### config.mk
export PLATFORM = sky130hd
export DESIGN_NAME = shift_req_queue_flat
export DESIGN_NICKNAME = d
export VERILOG_FILES = /design/src/rtl/shift_pkg.sv /design/src/rtl/shift_req_queue_if.sv /design/src/rtl/sync_fifo.sv /design/src/rtl/shift_req_queue.sv /design/src/flat_wrapper.sv
export SDC_FILE = /design/constraint.sdc
export NUM_CORES = 1
export LEC_CHECK = 0
export BUFFER_PORTS_ARGS = -buffer_cell sky130_fd_sc_hd__buf_2
export CAP_MARGIN = 20
export CORE_AREA = 3 3 97 90
export DETAILED_ROUTE_END_ITERATION = 10
export DIE_AREA = 0 0 100 93
export GPL_ROUTABILITY_DRIVEN = 0
export GPL_TIMING_DRIVEN = 0
export PLACE_DENSITY = 0.4
export SETUP_SLACK_MARGIN = 0.1
export SYNTH_ARGS = -nofsm -noshare
export SYNTH_HDL_FRONTEND = slang
export SYNTH_SLANG_ARGS = --single-unit
### constraint.sdc
create_clock -name clk -period 2.1 [get_ports clk]
set_input_delay 0.105 -clock clk [delete_from_list [all_inputs] [get_ports clk]]
set_output_delay 0.105 -clock clk [all_outputs]
set_load 0.02 [all_outputs]
### src/rtl/shift_pkg.sv
// Shared types and constants for the shifter request path.
package shift_pkg;

  localparam int unsigned SH_DW = 4;
  localparam int unsigned SH_AW = 2;

  localparam logic DIR_LEFT  = 1'b0;
  localparam logic DIR_RIGHT = 1'b1;

  // One shift request as carried on both sides of the queue.
  typedef struct packed {
    logic [SH_DW-1:0] data;
    logic             dir;
    logic [SH_AW-1:0] amt;
  } shift_req_t;

endpackage

### src/rtl/shift_req_queue_if.sv
// Valid/ready channel carrying one shift_req_t per transfer.
interface shift_req_queue_if;
  import shift_pkg::*;

  logic       valid;
  logic       ready;
  shift_req_t req;

  modport master (output valid, output req, input ready);
  modport slave  (input valid, input req, output ready);
endinterface

### src/rtl/sync_fifo.sv
// Synchronous FIFO with first-word fall-through read port and flush.
module sync_fifo #(
  parameter  int unsigned WIDTH = 7,
  parameter  int unsigned DEPTH = 4,
  localparam int unsigned PW    = $clog2(DEPTH),
  localparam int unsigned LW    = PW + 1
) (
  input  logic             clk,
  input  logic             rst,
  input  logic             flush,
  input  logic             push,
  input  logic             pop,
  input  logic [WIDTH-1:0] wdata,
  output logic [WIDTH-1:0] rdata_c,
  output logic [LW-1:0]    level,
  output logic             full_c,
  output logic             empty_c
);

  logic [WIDTH-1:0] mem_q [DEPTH];
  logic [PW-1:0]    wr_ptr_q, wr_ptr_d;
  logic [PW-1:0]    rd_ptr_q, rd_ptr_d;
  logic [LW-1:0]    level_q, level_d;

  // Next pointers and level; flush wins over any push or pop.
  always_comb begin
    wr_ptr_d = wr_ptr_q;
    rd_ptr_d = rd_ptr_q;
    level_d  = level_q;
    if (flush) begin
      wr_ptr_d = '0;
      rd_ptr_d = '0;
      level_d  = '0;
    end else begin
      if (push) wr_ptr_d = wr_ptr_q + PW'(1);
      if (pop)  rd_ptr_d = rd_ptr_q + PW'(1);
      level_d = level_q + LW'(push) - LW'(pop);
    end
  end

  // Pointer and level registers.
  always_ff @(posedge clk) begin
    if (rst) begin
      wr_ptr_q <= '0;
      rd_ptr_q <= '0;
      level_q  <= '0;
    end else begin
      wr_ptr_q <= wr_ptr_d;
      rd_ptr_q <= rd_ptr_d;
      level_q  <= level_d;
    end
  end

  // Storage array; contents past the level are don't-care, so no reset.
  always_ff @(posedge clk) begin
    if (!rst && !flush && push) mem_q[wr_ptr_q] <= wdata;
  end

  assign rdata_c = mem_q[rd_ptr_q];
  assign level   = level_q;
  assign full_c  = (level_q == LW'(DEPTH));
  assign empty_c = (level_q == '0);

endmodule

### src/rtl/shift_req_queue.sv
// Request buffer in front of the barrel shifter: FIFO plus handshake and issue count.
module shift_req_queue
  import shift_pkg::*;
#(
  parameter  int unsigned DW    = SH_DW,
  parameter  int unsigned AW    = SH_AW,
  parameter  int unsigned DEPTH = 4,
  parameter  int unsigned CW    = 8,
  localparam int unsigned LW    = $clog2(DEPTH) + 1
) (
  input  logic                clk,
  input  logic                rst,
  input  logic                flush,
  shift_req_queue_if.slave    in_if,
  shift_req_queue_if.master   sh_if,
  output logic [LW-1:0]       level,
  output logic [CW-1:0]       issued
);

  localparam int unsigned REQ_W = DW + 1 + AW;

  logic             full_c, empty_c;
  logic             in_ready_c, sh_valid_c;
  logic             push_c, pop_c;
  logic [REQ_W-1:0] head_c;
  logic [CW-1:0]    issued_q, issued_d;

  sync_fifo #(
    .WIDTH (REQ_W),
    .DEPTH (DEPTH)
  ) u_fifo (
    .clk     (clk),
    .rst     (rst),
    .flush   (flush),
    .push    (push_c),
    .pop     (pop_c),
    .wdata   (in_if.req),
    .rdata_c (head_c),
    .level   (level),
    .full_c  (full_c),
    .empty_c (empty_c)
  );

  // Handshake mapping; ready looks only at occupancy, never at the sink.
  assign in_ready_c  = !rst && !full_c;
  assign sh_valid_c  = !empty_c;
  assign push_c      = in_if.valid && in_ready_c;
  assign pop_c       = sh_valid_c && sh_if.ready;
  assign in_if.ready = in_ready_c;
  assign sh_if.valid = sh_valid_c;
  assign sh_if.req   = sh_valid_c ? shift_req_t'(head_c) : '0;

  // Issue counter: counts pops that are not squashed by flush.
  always_comb begin
    issued_d = issued_q;
    if (pop_c && !flush) issued_d = issued_q + CW'(1);
  end

  // Issue counter register.
  always_ff @(posedge clk) begin
    if (rst) issued_q <= '0;
    else     issued_q <= issued_d;
  end

  assign issued = issued_q;

endmodule

### src/flat_wrapper.sv
// flat-port wrapper written by rule: the top's interface ports become plain ports
module shift_req_queue_flat import shift_pkg::*;
#(
  parameter  int unsigned DW    = SH_DW,
  parameter  int unsigned AW    = SH_AW,
  parameter  int unsigned DEPTH = 4,
  parameter  int unsigned CW    = 8,
  localparam int unsigned LW    = $clog2(DEPTH) + 1
)
  (clk, rst, flush, level, issued, in_if_valid, in_if_req, in_if_ready, sh_if_valid, sh_if_req, sh_if_ready);
  shift_req_queue_if in_if_i ();
  shift_req_queue_if sh_if_i ();
  input  logic clk;
  input  logic rst;
  input  logic flush;
  output logic [LW-1:0] level;
  output logic [CW-1:0] issued;
  input wire logic [$bits(in_if_i.valid)-1:0] in_if_valid;
  input wire logic [$bits(in_if_i.req)-1:0] in_if_req;
  output wire logic [$bits(in_if_i.ready)-1:0] in_if_ready;
  output wire logic [$bits(sh_if_i.valid)-1:0] sh_if_valid;
  output wire logic [$bits(sh_if_i.req)-1:0] sh_if_req;
  input wire logic [$bits(sh_if_i.ready)-1:0] sh_if_ready;
  assign in_if_i.valid = in_if_valid;
  assign in_if_i.req = in_if_req;
  assign in_if_ready = in_if_i.ready;
  assign sh_if_valid = sh_if_i.valid;
  assign sh_if_req = sh_if_i.req;
  assign sh_if_i.ready = sh_if_ready;
  shift_req_queue #(.DW(DW), .AW(AW), .DEPTH(DEPTH), .CW(CW)) u_core (.clk(clk), .rst(rst), .flush(flush), .in_if(in_if_i), .sh_if(sh_if_i), .level(level), .issued(issued));
endmodule
# Word-level counts from Yosys, hierarchy flattened
# Memories as Yosys holds them, arrays and structs flattened. A register that Yosys moved wholly into a read port is not among the register bits.
# Cells that the tools add are included.
# word_totals
regBits	15
latchBits	0
ramBits	28
mem_bits_ro	0
input_bits	12
output_inout_bits	20
elab_cells	28
memories	1
# mem_list
name	depth	word_bits	read_ports	rd_ports_with_merged_regs	wr	line_no	text
u_core.u_fifo.mem_q	4	7	1	1	1	sync_fifo.sv:20	logic [WIDTH-1:0] mem_q [DEPTH];
# op_classes
n_addsub	5
mul	0
div	0
n_lt_le_gt_ge	0
eq_ne	1
n_shift	0
mux	5
n_bitwise	0
reduce_logical	12
# ops
op	count
$add 8x1->8 const B	1
$mux 7	1
$logic_and 1x1->1	6
$add 2x1->2 const B	2
$logic_not 1->1	4
$mux 2	2
$add 3x1->3	1
$eq 3x3->1 const B	1
$logic_not 3->1	1
$sub 3x1->3	1
$mux 1	2
$reduce_or 2->1	1

# Depth between registers and ports, before layout
# Gate-level depths: netlist (run 1).
# depth
depth_word	7
depth_mapped	8
mapped_depth_nobuf	8

# Hierarchy
# Synthesis (run 1) repeated with hierarchy kept, for this count alone.
# unflattened
hier_cells	137
hier_area_um2	1909.3
# modules_own_cells
module	instances	cells_each	area_each_um2
sync_fifo	1	82	1467.7
shift_req_queue	1	55	441.7

# Worst setup path after synthesis (run 1)
# No wires, ideal clock.
# synth_timing
kind	reg-to-reg
start	register u_core.u_fifo.level_q[0] (netlist: u_core.u_fifo.level[0])
end	register u_core.u_fifo.level_q[2] (netlist: u_core.u_fifo.level[2])
t_arrival_ns	2.027
setup_slack_ns	-0.053
path_stages_with_launch	9
n_path_buf	1
cell_sequence	dfxtp_1 o31ai_2 buf_4 xnor2_1 ha_1 fa_1 xnor2_1 xnor2_1 nor2_1
# synth_between
elab_chain_cells	6
elab_cells_between_ends	9
# synth_lines
item	line_no	text
from (decl)	sync_fifo.sv:23	logic [LW-1:0] level_q, level_d;
from (signal assigned)	sync_fifo.sv:50	level_q <= level_d;
$eq 3x3->1	sync_fifo.sv:61	assign full_c = (level_q == LW'(DEPTH));
$logic_not 1->1	shift_req_queue.sv:45	assign in_ready_c = !rst && !full_c;
$logic_and 1x1->1	shift_req_queue.sv:45	
$logic_and 1x1->1	shift_req_queue.sv:47	assign push_c = in_if.valid && in_ready_c;
$add 3x1->3	sync_fifo.sv:37	level_d = level_q + LW'(push) - LW'(pop);
$sub 3x1->3 (*)	sync_fifo.sv:37	
# Mark *: on every way between the ends. The rest lies on a longest branch, timed or not.
# A chain may end at the register's enable or synchronous reset.

# Worst setup path in the final report (run 1)
# layout_timing
start	register u_core.u_fifo.level_q[2] (netlist: u_core.u_fifo.level[2])
end	register u_core.u_fifo.level_q[2] (netlist: u_core.u_fifo.level[2])
# The elaborated chain is that of the path after synthesis.

==> results of run 1 <==
[power by group]
| group | internal [mW] | switching, mW | total (mW) |
|---|---|---|---|
| Sequential | 0.949 | 0.0130 | 0.962 |
| Combinational | 0.0753 | 0.102 | 0.177 |
| Clock | 0.357 | 0.293 | 0.650 |
| Total | 1.38 | 0.407 | 1.79 |
[worst paths after layout]
check,start,depth (start not counted),to
min reg2reg,u_core.u_fifo.rd_ptr_q[1]$_SDFFE_PP0P_,2,flip-flop
min,in_if_req[2],1,u_core.u_fifo.mem_q[2][2]$_DFFE_PP_
max,u_core.u_fifo.level[2]$_SDFF_PP0_,8,u_core.u_fifo.level[2]$_SDFF_PP0_
max reg2reg,u_core.u_fifo.level[2]$_SDFF_PP0_,8,u_core.u_fifo.level[2]$_SDFF_PP0_
[logic make-up after synthesis]
family	Yosys count	share of synthesized area (%)
and+or+nand+nor	43	13.2
muxes	8	8.74
adders and majority gates	7	4.92
AOI/OAI and AO/OA	20	6.80
xor gates and xnor gates	5	2.27
DFF	45	61.1
buffers and inverters	14	2.98
[critical path, cell delays in order, from the launching register on]
cell	delay, ps
dfxtp_4	380
o31ai_4	280
buf_6	140
xnor2_1	60
ha_1	210
fa_2	360
xnor2_2	150
xnor2_1	130
nor2_1	50
[final cells by class]
type | instances | area, um^2 | share of cell area (%)
Clock buffer | 6 | 72.6 | 3.03
Timing Repair Buffer | 36 | 193 | 8.04
Inverter | 8 | 30.0 | 1.25
Clock inverter | 2 | 38.8 | 1.62
Tap cell | 99 | 124 | 5.17
Sequential cell | 45 | 1190 | 49.6
Buffer | 6 | 31.3 | 1.31
Multi-Input combinational cell | 83 | 719 | 30.0
[repair_timing]
action | 4_1_cts | 5_1_grt
pin swaps | 1 | 1
resized for setup | 0 | 3
endpoints found under the setup margin | 2 | 1
buffers inserted | 4 | 0
[stage by stage]
| step | utilization [%] | setup TNS, ps |
|---|---|---|
| final | 30.4 | 0 |
| after detailed placement | 28.5 | -93.6 |
| after global routing | 30.4 | 0 |
| after CTS | 30.3 | 0 |
| after floorplan | - | 0 |
| after global placement | 28.4 | -19.0 |
[registers in the layout, indices dropped and copies added (netlist names), named ones only]
signal                  cells
u_core.u_fifo.wr_ptr_q      2
u_core.u_fifo.level         3
u_core.issued               8
u_core.u_fifo.mem_q        28
u_core.u_fifo.rd_ptr_q      2
[synth_stat cells, types with 3 or more instances]
library cell	n
inv_1	8
ha_1	6
clkbuf_1	3
xnor2_1	3
o21ai_0	3
nor2b_1	8
nand3_1	3
a21oi_1	8
edfxtp_1	28
and2_1	4
or4_1	5
nor2_1	10
dfxtp_1	17
mux4_2	7
o31ai_1	5
[routing by layer]
metal	up-vias	global-route usage [%]
met3	5	2.61
li1	612	-
met4	0	3.70
met2	29	16.1
met5	-	0
met1	591	11.5
==> impl_metrics.toml, run 1 <==
[floorplan]
initial_core_util_pct = 24.6
dieArea_um2 = 9300
rows = 31
die_w_um = 100
die_h_um = 93
core_um2 = 7870
ios = 32

[run_status]
status = "completed"

[cts]
worstSkewPairLatency_ps = 300
h-tree-depth = 2
cts_sinks = 45
ctsHoldBuffers = 0
clock_path_buffers = 2
root_buffer = "clkbuf_8"
clk_pin_slew_ps = 90
cts_made_buffers = 5
cts_tree = "built"

[timing]
fmax_mhz = 530
fin_ws_ps = 214
worstMarginPinSlew_ps = 525
hold_ws_ps = 18.9
period_needed_ps = 1890
setup_viol = 0
finalClockSkew_ps = 5.61
grt_setup_unrepaired = "no"
slew-limit-headroom_pct = 65.0
hold_violations = 0
drv_slew = 0
finalCritPeriodShare_pct = 89.8

[placement]
pre_cts_slack_ps = -93.6
numPortBuffers = 31
dp_cells = 273
placed_area_um2 = 2240
dp_hpwl_mm = 2.81

[final_layout]
final_cell_mix = "buf_2 (32), edfxtp_1 (28), dfxtp_1 (14)"
diodes = 0
final_common_cell = "buf_2"
drive_gt1_share_pct = 33.9
nets = 204
fin_cells = 285
fill_cells = 819
syn_to_final_growth_pct = 23.9
final_area_um2 = 2400

[power_and_ir_drop]
power.total_mw = 1.79
power_leakage_nw = 0.860
p_per_area_nw_per_um2 = 746
ir_worst_vdd_mv = 0.227

[logic_synthesis]
synth-async-reset-ratio_pct = 0
yosysSeqAreaShare_pct = 61.1
synthDistinctLibCells = 36
avgSynthCellArea_um2 = 13.6
syn_nets = 161
netlist_area_um2 = 1930
synth_warnings = 0
netlist_instances = 142
synth.area.top_cells = "edfxtp_1 (43%), dfxtp_1 (18%), mux4_2 (8.2%)"
synth_edf_count = 28
synth_top_area_cell = "edfxtp_1"
synth-main-ff-cell = "edfxtp_1"
yosysTopAreaCellShare_pct = 43.5
synth_seq_cells = 45

[critical_path]
regToRegSetupSlack_ps = 210
cp_max_fo = 6
crit_required_ps = 2280
start_kind = "flip-flop"
critPathCaptureType = "flip-flop"
arrival_ps = 2070
path_class = "reg -> reg"

[route]
met1_length_mm = 1.75
dr.pass1.iters = 4
routed.top_layer = "met4"
drc_errors = 0
drt_wl_total_mm = 4.03
wl_met2_mm = 2.02
drt-wirelength-per-cell_um = 14.1
ant_nets = 0
dr_total_vias = 1237
viasPerCell = 4.34
dr.first_iter.drc_count = 27
wl_met3_um = 206

[grt]
antenna_found_initial = 0
grtUsageTotal_pct = 9.51
gr-total-overflow = 0
grt_max_degree = 15
grt_pass1_wl_mm = 6.76
grt_pass1_vias = 1359

[job]
cap_viol_max_count = 0

[hold_path]
hp-class = "in -> reg"
No activity file was read; power rests on OpenSTA's default activity.
==> run 2: changes to the inputs <==
--- a/config.mk
+++ b/config.mk
@@ -7,9 +7,9 @@
 export LEC_CHECK = 0
 export BUFFER_PORTS_ARGS = -buffer_cell sky130_fd_sc_hd__buf_2
 export CAP_MARGIN = 20
-export CORE_AREA = 3 3 97 90
+export CORE_AREA = 2 2 96 89
 export DETAILED_ROUTE_END_ITERATION = 10
-export DIE_AREA = 0 0 100 93
+export DIE_AREA = 0 0 98 91
 export GPL_ROUTABILITY_DRIVEN = 0
 export GPL_TIMING_DRIVEN = 0
 export PLACE_DENSITY = 0.4
==> run 2 against run 1 <==
  * Non-clock buffer count stayed put
  * Count of clock-buffer cells in the layout is 1 lower
  * Die area is 4.1% lower
  * Sequential power hardly changed
  * Total power is 5.5% lower
  * Fmax is 0.31% higher
  * First-iteration DRC count is 41% higher
  * Sequential share of layout area is 0.52 points higher
  * Via count is 0.24% higher
  * Setup slack better by 5.9 ps
  * Design area is 0.84% lower
  * Largest cell class unchanged
==> impl_metrics.toml, run 2 (synthesized netlist as in run 1, its figures left out) <==
[power_and_ir_drop]
p_int_mw = 1.26
pwr-share-comb_pct = 10.2
p_per_area_nw_per_um2 = 711
switching_power_uw = 426
power_leakage_nw = 0.840
netSwitchingFraction_pct = 25.2
clockPowerShare_pct = 32.9
ir_worst_vdd_mv = 0.271
sequentialPowerShare_pct = 56.8

[cts]
cts_sinks = 45
cts_tree = "built"
clk_pin_slew_ps = 90
h-tree-depth = 2
worstSkewPairLatency_ps = 300
root_buffer = "clkbuf_8"
ctsHoldBuffers = 0
cts_made_buffers = 5
clock_path_buffers = 2

[grt]
grt_use_met2_pct = 15.4
antenna_found_initial = 0
grt_pass1_wl_mm = 6.31
met3_usage_pct = 2.77
grt_pass1_vias = 1252
grt_use_met1_pct = 11.2
grt_max_degree = 17
grtUsageTotal_pct = 9.29
grt_most_used_layer = "met2"
gr-total-overflow = 0

[floorplan]
initial_core_util_pct = 24.6
rows = 31
dieArea_um2 = 8920
die_w_um = 98
die_h_um = 91
ios = 32
core_um2 = 7870

[final_layout]
final_common_cell = "buf_2"
nets = 204
final_cell_mix = "buf_2 (32), edfxtp_1 (28), dfxtp_1 (14)"
drive_gt1_share_pct = 34.4
max_flop_register = "u_core.u_fifo.mem_q"
diodes = 0
final_area_um2 = 2380
largest_reg_flops = 28
fin_cells = 285
syn_to_final_growth_pct = 22.9
fill_cells = 819

[placement]
placed_area_um2 = 2240
dp_hpwl_mm = 2.71
dp_cells = 273
numPortBuffers = 31
pre_cts_slack_ps = -87.4

[timing]
drv_slew = 0
worstMarginPinSlew_ps = 517
fmax_mhz = 532
finalCritPeriodShare_pct = 89.5
setup_viol = 0
fin_ws_ps = 220
grt_setup_unrepaired = "yes"
finalClockSkew_ps = 5.03
slew-limit-headroom_pct = 65.5
hold_violations = 0
period_needed_ps = 1880

[route]
drt_wl_total_mm = 3.89
ant_nets = 0
dr.first_iter.drc_count = 38
viasPerCell = 4.35
drt-wirelength-per-cell_um = 13.6
drc_errors = 0
dr_total_vias = 1240
dr.pass1.iters = 4

[job]
cap_viol_max_count = 0

[critical_path]
crit_top_cell = "xnor2_1"
cp_max_fo = 6
start_kind = "flip-flop"
path_class = "reg -> reg"
cp_slowest_cell = "dfxtp_4"
crit_family = "adder cells"
slowest_delay_ps = 370
arrival_ps = 2060
crit_required_ps = 2280
critical_path.cell_chain = "o31ai_4, buf_6, xnor2_1, ha_2, fa_2, xnor2_1, xnor2_1, nor2_1"
worst-path-buf-inv = 1
critPathCaptureType = "flip-flop"

[hold_path]
hp-class = "in -> reg"

[run_status]
status = "completed"
## run 2: cell types whose count changed in the layout (fill, tap and decap cells not counted)
cell / before / now
inv_6: 0 / 2
bufinv_16: 1 / 0
clkbuf_1: 4 / 3
clkinv_4: 1 / 0
clkinvlp_4: 0 / 1
dfxtp_2: 2 / 1
dfxtp_4: 1 / 2
ha_1: 6 / 5
ha_2: 0 / 1
xnor2_1: 2 / 3
xnor2_2: 1 / 0
## run 2: worst paths after layout
kind / start / end / slack (ps) / cells past startpoint
worst min-delay path: in_if_req[3] / u_core.u_fifo.mem_q[2][3]$_DFFE_PP_ / 10 / 1
worst max-delay path: u_core.u_fifo.level[2]$_SDFF_PP0_ / u_core.u_fifo.level[2]$_SDFF_PP0_ / 220 / 8
worst max register to register: u_core.u_fifo.level[2]$_SDFF_PP0_ / u_core.u_fifo.level[2]$_SDFF_PP0_ / 220 / 8
worst min register to register: u_core.issued[3]$_SDFFE_PP0P_ / u_core.issued[3]$_SDFFE_PP0P_ / 500 / 2
## run 2: per-layer routing
layer  wire length, um  up-vias
li1                  -      608
met1              1690      594
met2              1910       31
met3               217        7
met4                68        0
met5                 0        -
## run 2: layout make-up
type	count	area [um^2]	area share [%]
sequential	45	1190	50.1
multi-input combinational	83	714	30.1
timing repair buffer	36	193	8.11
tap	99	124	5.21
clock buffer	5	68.8	2.90
buffer	6	31.3	1.32
inverter	8	30.0	1.26
clock inverter	3	25.0	1.05
## run 2: power groups by stage
stage	sequential, mW	clock (mW)	combinational (mW)
finish	0.960	0.556	0.173
CTS	0.962	0.582	0.175
detailed placement	0.983	0	0.168
global route	0.962	0.621	0.194
floorplan	0.986	0	0.0993
global placement	0.982	0	0.160
## run 2: per-stage QoR
stage | hold slack, ps | power (mW) | utilization (%) | TNS, ps
after global routing | 4.96 | 1.78 | 30.2 | 0
after global placement | 320 | 1.14 | 28.4 | -13.4
after CTS | 1.54 | 1.72 | 30.0 | 0
after floorplan | 204 | 1.09 | - | 0
final | 9.94 | 1.69 | 30.2 | 0
after detailed placement | 324 | 1.15 | 28.5 | -87.4
## run 2: what timing repair did
item                       4_1_cts  5_1_grt
setup endpoints to repair        2        1
gates resized for setup          0        4
setup buffers                    3        1
pin swaps                        1        3
